===== config.mk =====
export PLATFORM = sky130hd
export DESIGN_NAME = caravel_mem_selftest
export DESIGN_NICKNAME = d
export VERILOG_FILES = /design/src/rtl/caravel_mem_selftest.sv
export SDC_FILE = /design/constraint.sdc
export NUM_CORES = 2
export LEC_CHECK = 0
export CAP_MARGIN = 20
export CELL_PAD_IN_SITES_DETAIL_PLACEMENT = 0
export CELL_PAD_IN_SITES_GLOBAL_PLACEMENT = 1
export CORE_MARGIN = 3
export CORE_UTILIZATION = 30
export DETAILED_ROUTE_END_ITERATION = 16
export GPL_ROUTABILITY_DRIVEN = 0
export HOLD_SLACK_MARGIN = 0.08
export PLACE_DENSITY = 0.61
export SYNTH_ARGS = -nofsm -noshare
export SYNTH_HDL_FRONTEND = slang
export SYNTH_SLANG_ARGS = --single-unit

===== constraint.sdc =====
create_clock -name clock -period 5.75 [get_ports clock]
set_input_delay 1.15 -clock clock [delete_from_list [all_inputs] [get_ports clock]]
set_output_delay 1.15 -clock clock [all_outputs]
set_load 0.005 [all_outputs]

===== src/rtl/caravel_mem_selftest.sv =====
// caravel_mem_selftest: RAM self-test engine using word, halfword and byte access phases.
// Progress and result codes are published on checkbits, which the external monitor sees.
//
//   state    | meaning
//   ---------+------------------------------------------------------
//   IDLE     | waiting for start, checkbits 0000
//   W_WR     | write word patterns to all N words
//   W_RD     | read back and compare word patterns (N+1 cycles)
//   W_OK     | word phase passed, hold AB41 for HOLD cycles
//   H_WR     | write halfword patterns to all 2N lanes
//   H_RD     | read back and compare halfword lanes (2N+1 cycles)
//   H_OK     | halfword phase passed, hold AB21 for HOLD cycles
//   B_WR     | write byte patterns to all 4N lanes
//   B_RD     | read back and compare byte lanes (4N+1 cycles)
//   PASS_ALL | every phase passed, sticky AB11
//   FAIL     | compare mismatch, sticky phase fail code
module caravel_mem_selftest #(
   parameter int ADDR_W = 6,
   parameter int HOLD   = 4
) (
   input  logic        clock,
   input  logic        reset,
   input  logic        start,
   input  logic        inject_fault,
   output logic [15:0] checkbits,
   output logic        done,
   output logic        pass
);

   localparam int N      = 2 ** ADDR_W;
   localparam int CNT_W  = ADDR_W + 3;
   localparam int HOLD_W = (HOLD > 1) ? $clog2(HOLD) : 1;

   localparam logic [1:0] SEL_WORD = 2'd0;
   localparam logic [1:0] SEL_HALF = 2'd1;
   localparam logic [1:0] SEL_BYTE = 2'd2;

   typedef enum logic [3:0] {
      S_IDLE, S_W_WR, S_W_RD, S_W_OK, S_H_WR, S_H_RD, S_H_OK,
      S_B_WR, S_B_RD, S_PASS_ALL, S_FAIL
   } state_t;

   state_t              state_q, state_d;
   logic [CNT_W-1:0]    cnt_q, cnt_d;
   logic [HOLD_W-1:0]   hold_q, hold_d;
   logic [15:0]         checkbits_q, checkbits_d;
   logic                done_q, done_d;
   logic                pass_q, pass_d;

   logic [31:0]         mem_q [N];
   logic [31:0]         rdata_q;
   logic                ram_we;
   logic                ram_re;
   logic [3:0]          ram_be;
   logic [ADDR_W-1:0]   ram_addr;
   logic [31:0]         ram_wdata;

   logic [1:0]          sel;
   logic [CNT_W-1:0]    m_cnt;
   logic [CNT_W-1:0]    cmp_elem;
   logic [31:0]         exp_val;
   logic [31:0]         got_val;
   logic                mismatch;

   // Expected value of element e, right-aligned to its lane width.
   function automatic logic [31:0] lane_val(input logic [1:0] s, input logic [CNT_W-1:0] e);
      logic [15:0] e16;
      e16 = 16'(e);
      case (s)
         SEL_WORD: lane_val = {~e16, e16};
         SEL_HALF: lane_val = {16'h0000, 16'hC000 | {2'b00, e16[13:0]}};
         default:  lane_val = {24'h000000, e16[7:0] ^ 8'h5A};
      endcase
   endfunction

   // Lane value replicated across the word so the byte enables pick the right copy.
   function automatic logic [31:0] wdata_of(input logic [1:0] s, input logic [31:0] v);
      case (s)
         SEL_WORD: wdata_of = v;
         SEL_HALF: wdata_of = {2{v[15:0]}};
         default:  wdata_of = {4{v[7:0]}};
      endcase
   endfunction

   function automatic logic [3:0] be_of(input logic [1:0] s, input logic [1:0] lane);
      case (s)
         SEL_WORD: be_of = 4'hF;
         SEL_HALF: be_of = lane[0] ? 4'hC : 4'h3;
         default:  be_of = 4'b0001 << lane;
      endcase
   endfunction

   function automatic logic [ADDR_W-1:0] addr_of(input logic [1:0] s, input logic [CNT_W-1:0] e);
      case (s)
         SEL_WORD: addr_of = e[ADDR_W-1:0];
         SEL_HALF: addr_of = e[ADDR_W:1];
         default:  addr_of = e[ADDR_W+1:2];
      endcase
   endfunction

   function automatic logic [31:0] extract(input logic [1:0] s, input logic [1:0] lane,
                                           input logic [31:0] d);
      case (s)
         SEL_WORD: extract = d;
         SEL_HALF: extract = {16'h0000, lane[0] ? d[31:16] : d[15:0]};
         default:  extract = {24'h000000, d[{lane, 3'b000} +: 8]};
      endcase
   endfunction

   // Phase selection and the read-back compare; the fault flips bit 0 of the compared lane.
   always_comb begin
      sel = SEL_WORD;
      case (state_q)
         S_H_WR, S_H_RD: sel = SEL_HALF;
         S_B_WR, S_B_RD: sel = SEL_BYTE;
         default:        sel = SEL_WORD;
      endcase
      m_cnt    = CNT_W'(N) << sel;
      cmp_elem = cnt_q - CNT_W'(1);
      exp_val  = lane_val(sel, cmp_elem);
      got_val  = extract(sel, cmp_elem[1:0], rdata_q) ^ {31'b0, inject_fault};
      mismatch = (got_val != exp_val);
   end

   // Next-state, counters and RAM access control.
   always_comb begin
      state_d   = state_q;
      cnt_d     = cnt_q;
      hold_d    = hold_q;
      ram_we    = 1'b0;
      ram_re    = 1'b0;
      ram_be    = be_of(sel, cnt_q[1:0]);
      ram_addr  = addr_of(sel, cnt_q);
      ram_wdata = wdata_of(sel, lane_val(sel, cnt_q));
      case (state_q)
         S_IDLE: begin
            cnt_d = '0;
            if (start) state_d = S_W_WR;
         end
         S_W_WR, S_H_WR, S_B_WR: begin
            ram_we = 1'b1;
            if (cnt_q == m_cnt - CNT_W'(1)) begin
               cnt_d = '0;
               case (state_q)
                  S_W_WR:  state_d = S_W_RD;
                  S_H_WR:  state_d = S_H_RD;
                  default: state_d = S_B_RD;
               endcase
            end else begin
               cnt_d = cnt_q + CNT_W'(1);
            end
         end
         S_W_RD, S_H_RD, S_B_RD: begin
            ram_re = (cnt_q != m_cnt);
            cnt_d  = cnt_q + CNT_W'(1);
            if (cnt_q != '0 && mismatch) begin
               state_d = S_FAIL;
               cnt_d   = '0;
            end else if (cnt_q == m_cnt) begin
               cnt_d  = '0;
               hold_d = HOLD_W'(HOLD - 1);
               case (state_q)
                  S_W_RD:  state_d = S_W_OK;
                  S_H_RD:  state_d = S_H_OK;
                  default: state_d = S_PASS_ALL;
               endcase
            end
         end
         S_W_OK, S_H_OK: begin
            if (hold_q == '0) begin
               state_d = (state_q == S_W_OK) ? S_H_WR : S_B_WR;
            end else begin
               hold_d = hold_q - HOLD_W'(1);
            end
         end
         default: begin
            state_d = state_q;
         end
      endcase
   end

   // Status code for the upcoming state; the fail code depends on the phase being left.
   always_comb begin
      checkbits_d = 16'h0000;
      case (state_d)
         S_W_WR, S_W_RD: checkbits_d = 16'hA040;
         S_W_OK:         checkbits_d = 16'hAB41;
         S_H_WR, S_H_RD: checkbits_d = 16'hA020;
         S_H_OK:         checkbits_d = 16'hAB21;
         S_B_WR, S_B_RD: checkbits_d = 16'hA010;
         S_PASS_ALL:     checkbits_d = 16'hAB11;
         S_FAIL: begin
            if (state_q == S_FAIL)      checkbits_d = checkbits_q;
            else if (sel == SEL_WORD)   checkbits_d = 16'hAB40;
            else if (sel == SEL_HALF)   checkbits_d = 16'hAB20;
            else                        checkbits_d = 16'hAB10;
         end
         default:        checkbits_d = 16'h0000;
      endcase
      done_d = (state_d == S_PASS_ALL) || (state_d == S_FAIL);
      pass_d = (state_d == S_PASS_ALL);
   end

   // State, counters and registered status outputs.
   always_ff @(posedge clock) begin
      if (reset) begin
         state_q     <= S_IDLE;
         cnt_q       <= '0;
         hold_q      <= '0;
         checkbits_q <= 16'h0000;
         done_q      <= 1'b0;
         pass_q      <= 1'b0;
      end else begin
         state_q     <= state_d;
         cnt_q       <= cnt_d;
         hold_q      <= hold_d;
         checkbits_q <= checkbits_d;
         done_q      <= done_d;
         pass_q      <= pass_d;
      end
   end

   // Byte-enabled RAM with one-cycle read latency; contents survive reset.
   always_ff @(posedge clock) begin
      if (ram_we) begin
         for (int k = 0; k < 4; k++) begin
            if (ram_be[k]) mem_q[ram_addr][8*k +: 8] <= ram_wdata[8*k +: 8];
         end
      end
      if (ram_re) rdata_q <= mem_q[ram_addr];
   end

   assign checkbits = checkbits_q;
   assign done      = done_q;
   assign pass      = pass_q;

endmodule


==> flow_summary.toml <==
[power_and_ir_drop]
p_per_area_mw_per_mm2 = 324
power_leakage_nw = 29.9
peakVddDrop_mv = 0.258

[sta]
finClkSkew_ns = 0.0364
worst_slew_pin_slew_ns = 1.18
rsz0062_at_grt = "false"
finalCritPeriodShare_pct = 90.5
max_slew_margin_pct = 19.4
setup_viol = 0
finalHoldViolations = 0
timing.final.crit_period_ns = 5.20
holdWs_ns = 0.470
max_freq_mhz = 192
tns_ns = 0
drv_slew = 0

[clock_network]
clk_pin_slew_ns = 0.07
cts_tree = "done"
cts_made_buffers = 207
cts.sinks = 2103
holdBufCountCts = 0
clk_latency_ns = 0.87
cts_root_buffer = "clkbuf_16"
cts_buffer_depth = 3
htreeDepth = 4
cts_setup_buffers = 0
postCtsResizedCells = 0

[yosys]
async_flop_share_pct = 0
synth.most_common_cell = "edfxtp_1"
synth_area_mm2 = 0.0804
ys_seq_area_share_pct = 78.3
synth_compound_area_share_pct = 13.3
ys_top_cells_by_area = "edfxtp_1, a22oi_1, nor2_1"
ys_warn_count = 0
synth_top_area_share_pct = 77.7
synth_area_leader_cell = "edfxtp_1"
synth_flop_cell = "edfxtp_1"
synth_top_family_by_area = "compound AO/OA/AOI/OAI gates"
syn_inst = 4933
synth_common_cells = "edfxtp_1, nor2_1, a22oi_1"
synth_simple_gate_area_share_pct = 4.66
synthDistinctLibCells = 88
synthAdderAreaFrac_pct = 0.0934
synth_area_per_cell_um2 = 16.3
yosys-mux-area-fraction_pct = 1.01
synth_edf_count = 2080
synth_seq_cells = 2103
synthXorXnorAreaFrac_pct = 0.509

[cells_and_area]
layout.nets = 5179
regArea_mm2 = 0.0629
final_cells = 8874
drive_gt1_share_pct = 14.8
final.fill_count = 25027
final_util_pct = 35.3
multi_input_area_mm2 = 0.0162
area_growth_pct = 16.7

[routing]
drtPass1Iterations = 8
drtAntennaViolNets = 0
drt-initial-drc-count = 6522
wl_met2_um = 117000
wl_met3_um = 21300
vias = 48909
top_layer = "met5"
drc = 0
wirelength_met1_um = 109000
vias_per_cell = 5.51
wl_per_cell_um = 28.6
wirelength_um = 254000

[hold_path]
holdPathEnd = "hold_q[0]$_SDFFE_PP0P_"
worstHoldPathType = "flop to flop"
holdPathStages = 1
hold_path.startpoint = "hold_q[0]$_SDFFE_PP0P_"

[floorplanning]
dieWidth_um = 524
core_mm2 = 0.266
die_y_um = 524
rows = 189
die-area_mm2 = 0.274
pin_count = 22
initial_utilization_pct = 30.2

[worst_setup_path]
path_cells = "or4b_1 > nand2_1 > a222oi_1 > buf_4 > buf_12 > o21ai_0 > a2111oi_0 > o221ai_1 > or3_1"
cp.arrival_ns = 5.81
ff2ff_path_depth = 9
path_max_fanout = 93
crit_type = "flop to flop"
cp_slowest_cell = "a2111oi_0"
end_kind = "flop"
reg2reg_setup_slack_ns = 0.55
critPathLaunchType = "flop"
regToRegStartpoint = "state_q[0]$_SDFF_PP0_"
reg2reg_to = "rdata_q[27]$_DFFE_PP_"
max_stage_delay_ns = 0.96
required_ns = 6.36

[job]
cap_violations = 0

[global_route]
grt.total_usage_pct = 18.1
grt_max_degree = 94
antenna_found_initial = 8
grt_pass1_wl_um = 362000
first_global_vias = 47319
grt.overflow.total = 0

[place]
dp_cells = 8493
dpl.hpwl_um = 151000
port_buffers = 14

[outcome]
outcome = "finished, final reports clean"
==> power breakdown <==
part,switching (W),internal [W]
Clock,0.00585,0.00767
Sequential,0.00000771,0.0166
Combinational,0.000172,0.0000697
==> sequential cells by signal (all words and copies together) (netlist names) <==
| signal | count |
|---|---|
| hold_q | 2 |
| state_q | 4 |
| done | 1 |
| cnt_q | 9 |
| checkbits | 6 |
| pass | 1 |
| rdata_q | 32 |
| mem_q | 2048 |
==> cell type report <==
type,instances,area share [%]
Antenna cell,2,0.00533
Clock buffer,250,5.69
Clock inverter,129,1.48
Inverter,17,0.0680
Multi-Input combinational cell,2442,17.3
Sequential cell,2103,67.1
Tap cell,3533,4.71
Timing Repair Buffer,398,3.73
==> per-layer routing <==
layer / vias up / track usage [%]
met5: - / 0
met4: 2 / 5.16
met3: 366 / 2.85
met2: 2413 / 28.2
met1: 25458 / 26.1
li1: 20670 / -
==> per-stage QoR <==
step	instance area [um^2]	total power (W)	setup WS, ns
CTS	93800	0.0305	0.631
finish	93800	0.0304	0.546
floorplan	80400	0.0171	0.259
global placement	87100	0.0172	0.727
global route	93800	0.0312	0.404
detailed placement	87100	0.0172	0.684
==> critical path: cells and delay by family (launching register included) <==
| kind | cells | cell delay (ns) |
|---|---|---|
| DFF | 1 | 0.64 |
| and+or+nand+nor | 3 | 1.28 |
| AOI/OAI and AO/OA | 4 | 2.20 |
| buffers and inverters | 2 | 0.73 |
==> cells in the final DEF (no fill, tap or decap), types with 45 or more instances in the layout <==
cell type,n
clkbuf_16,207
a221oi_1,139
buf_4,346
a222oi_1,158
nand2_1,223
a22oi_1,440
o21ai_0,69
o22ai_1,89
a21oi_1,215
mux2i_1,52
edfxtp_1,2080
a211oi_1,107
a31oi_1,73
nand3_1,60
nor2_1,433
clkinv_1,45
==> worst max-delay path by stage <==
stage                                    endpoint                  start  slack, ns
final                       rdata_q[27]$_DFFE_PP_  state_q[0]$_SDFF_PP0_       0.55
after floorplan           mem_q[29][24]$_DFFE_PP_  state_q[2]$_SDFF_PP0_       0.26
after CTS                   rdata_q[27]$_DFFE_PP_  state_q[0]$_SDFF_PP0_       0.63
after global placement      rdata_q[27]$_DFFE_PP_  state_q[0]$_SDFF_PP0_       0.73
after detailed placement    rdata_q[27]$_DFFE_PP_  state_q[0]$_SDFF_PP0_       0.68
after global routing        rdata_q[27]$_DFFE_PP_  state_q[0]$_SDFF_PP0_       0.40
==> cells by family (layout without fill, tap and decap cells) <==
kind of cell / after synthesis / count (layout)
mux: 70 / 70
compound gates: 1440 / 1440
other cells: 1 / 9
buf+inv: 394 / 794
xor+xnor: 45 / 45
fa+ha+maj: 6 / 6
simple gates: 874 / 874
flops: 2103 / 2103
No activity file was read; power rests on OpenSTA's default activity.
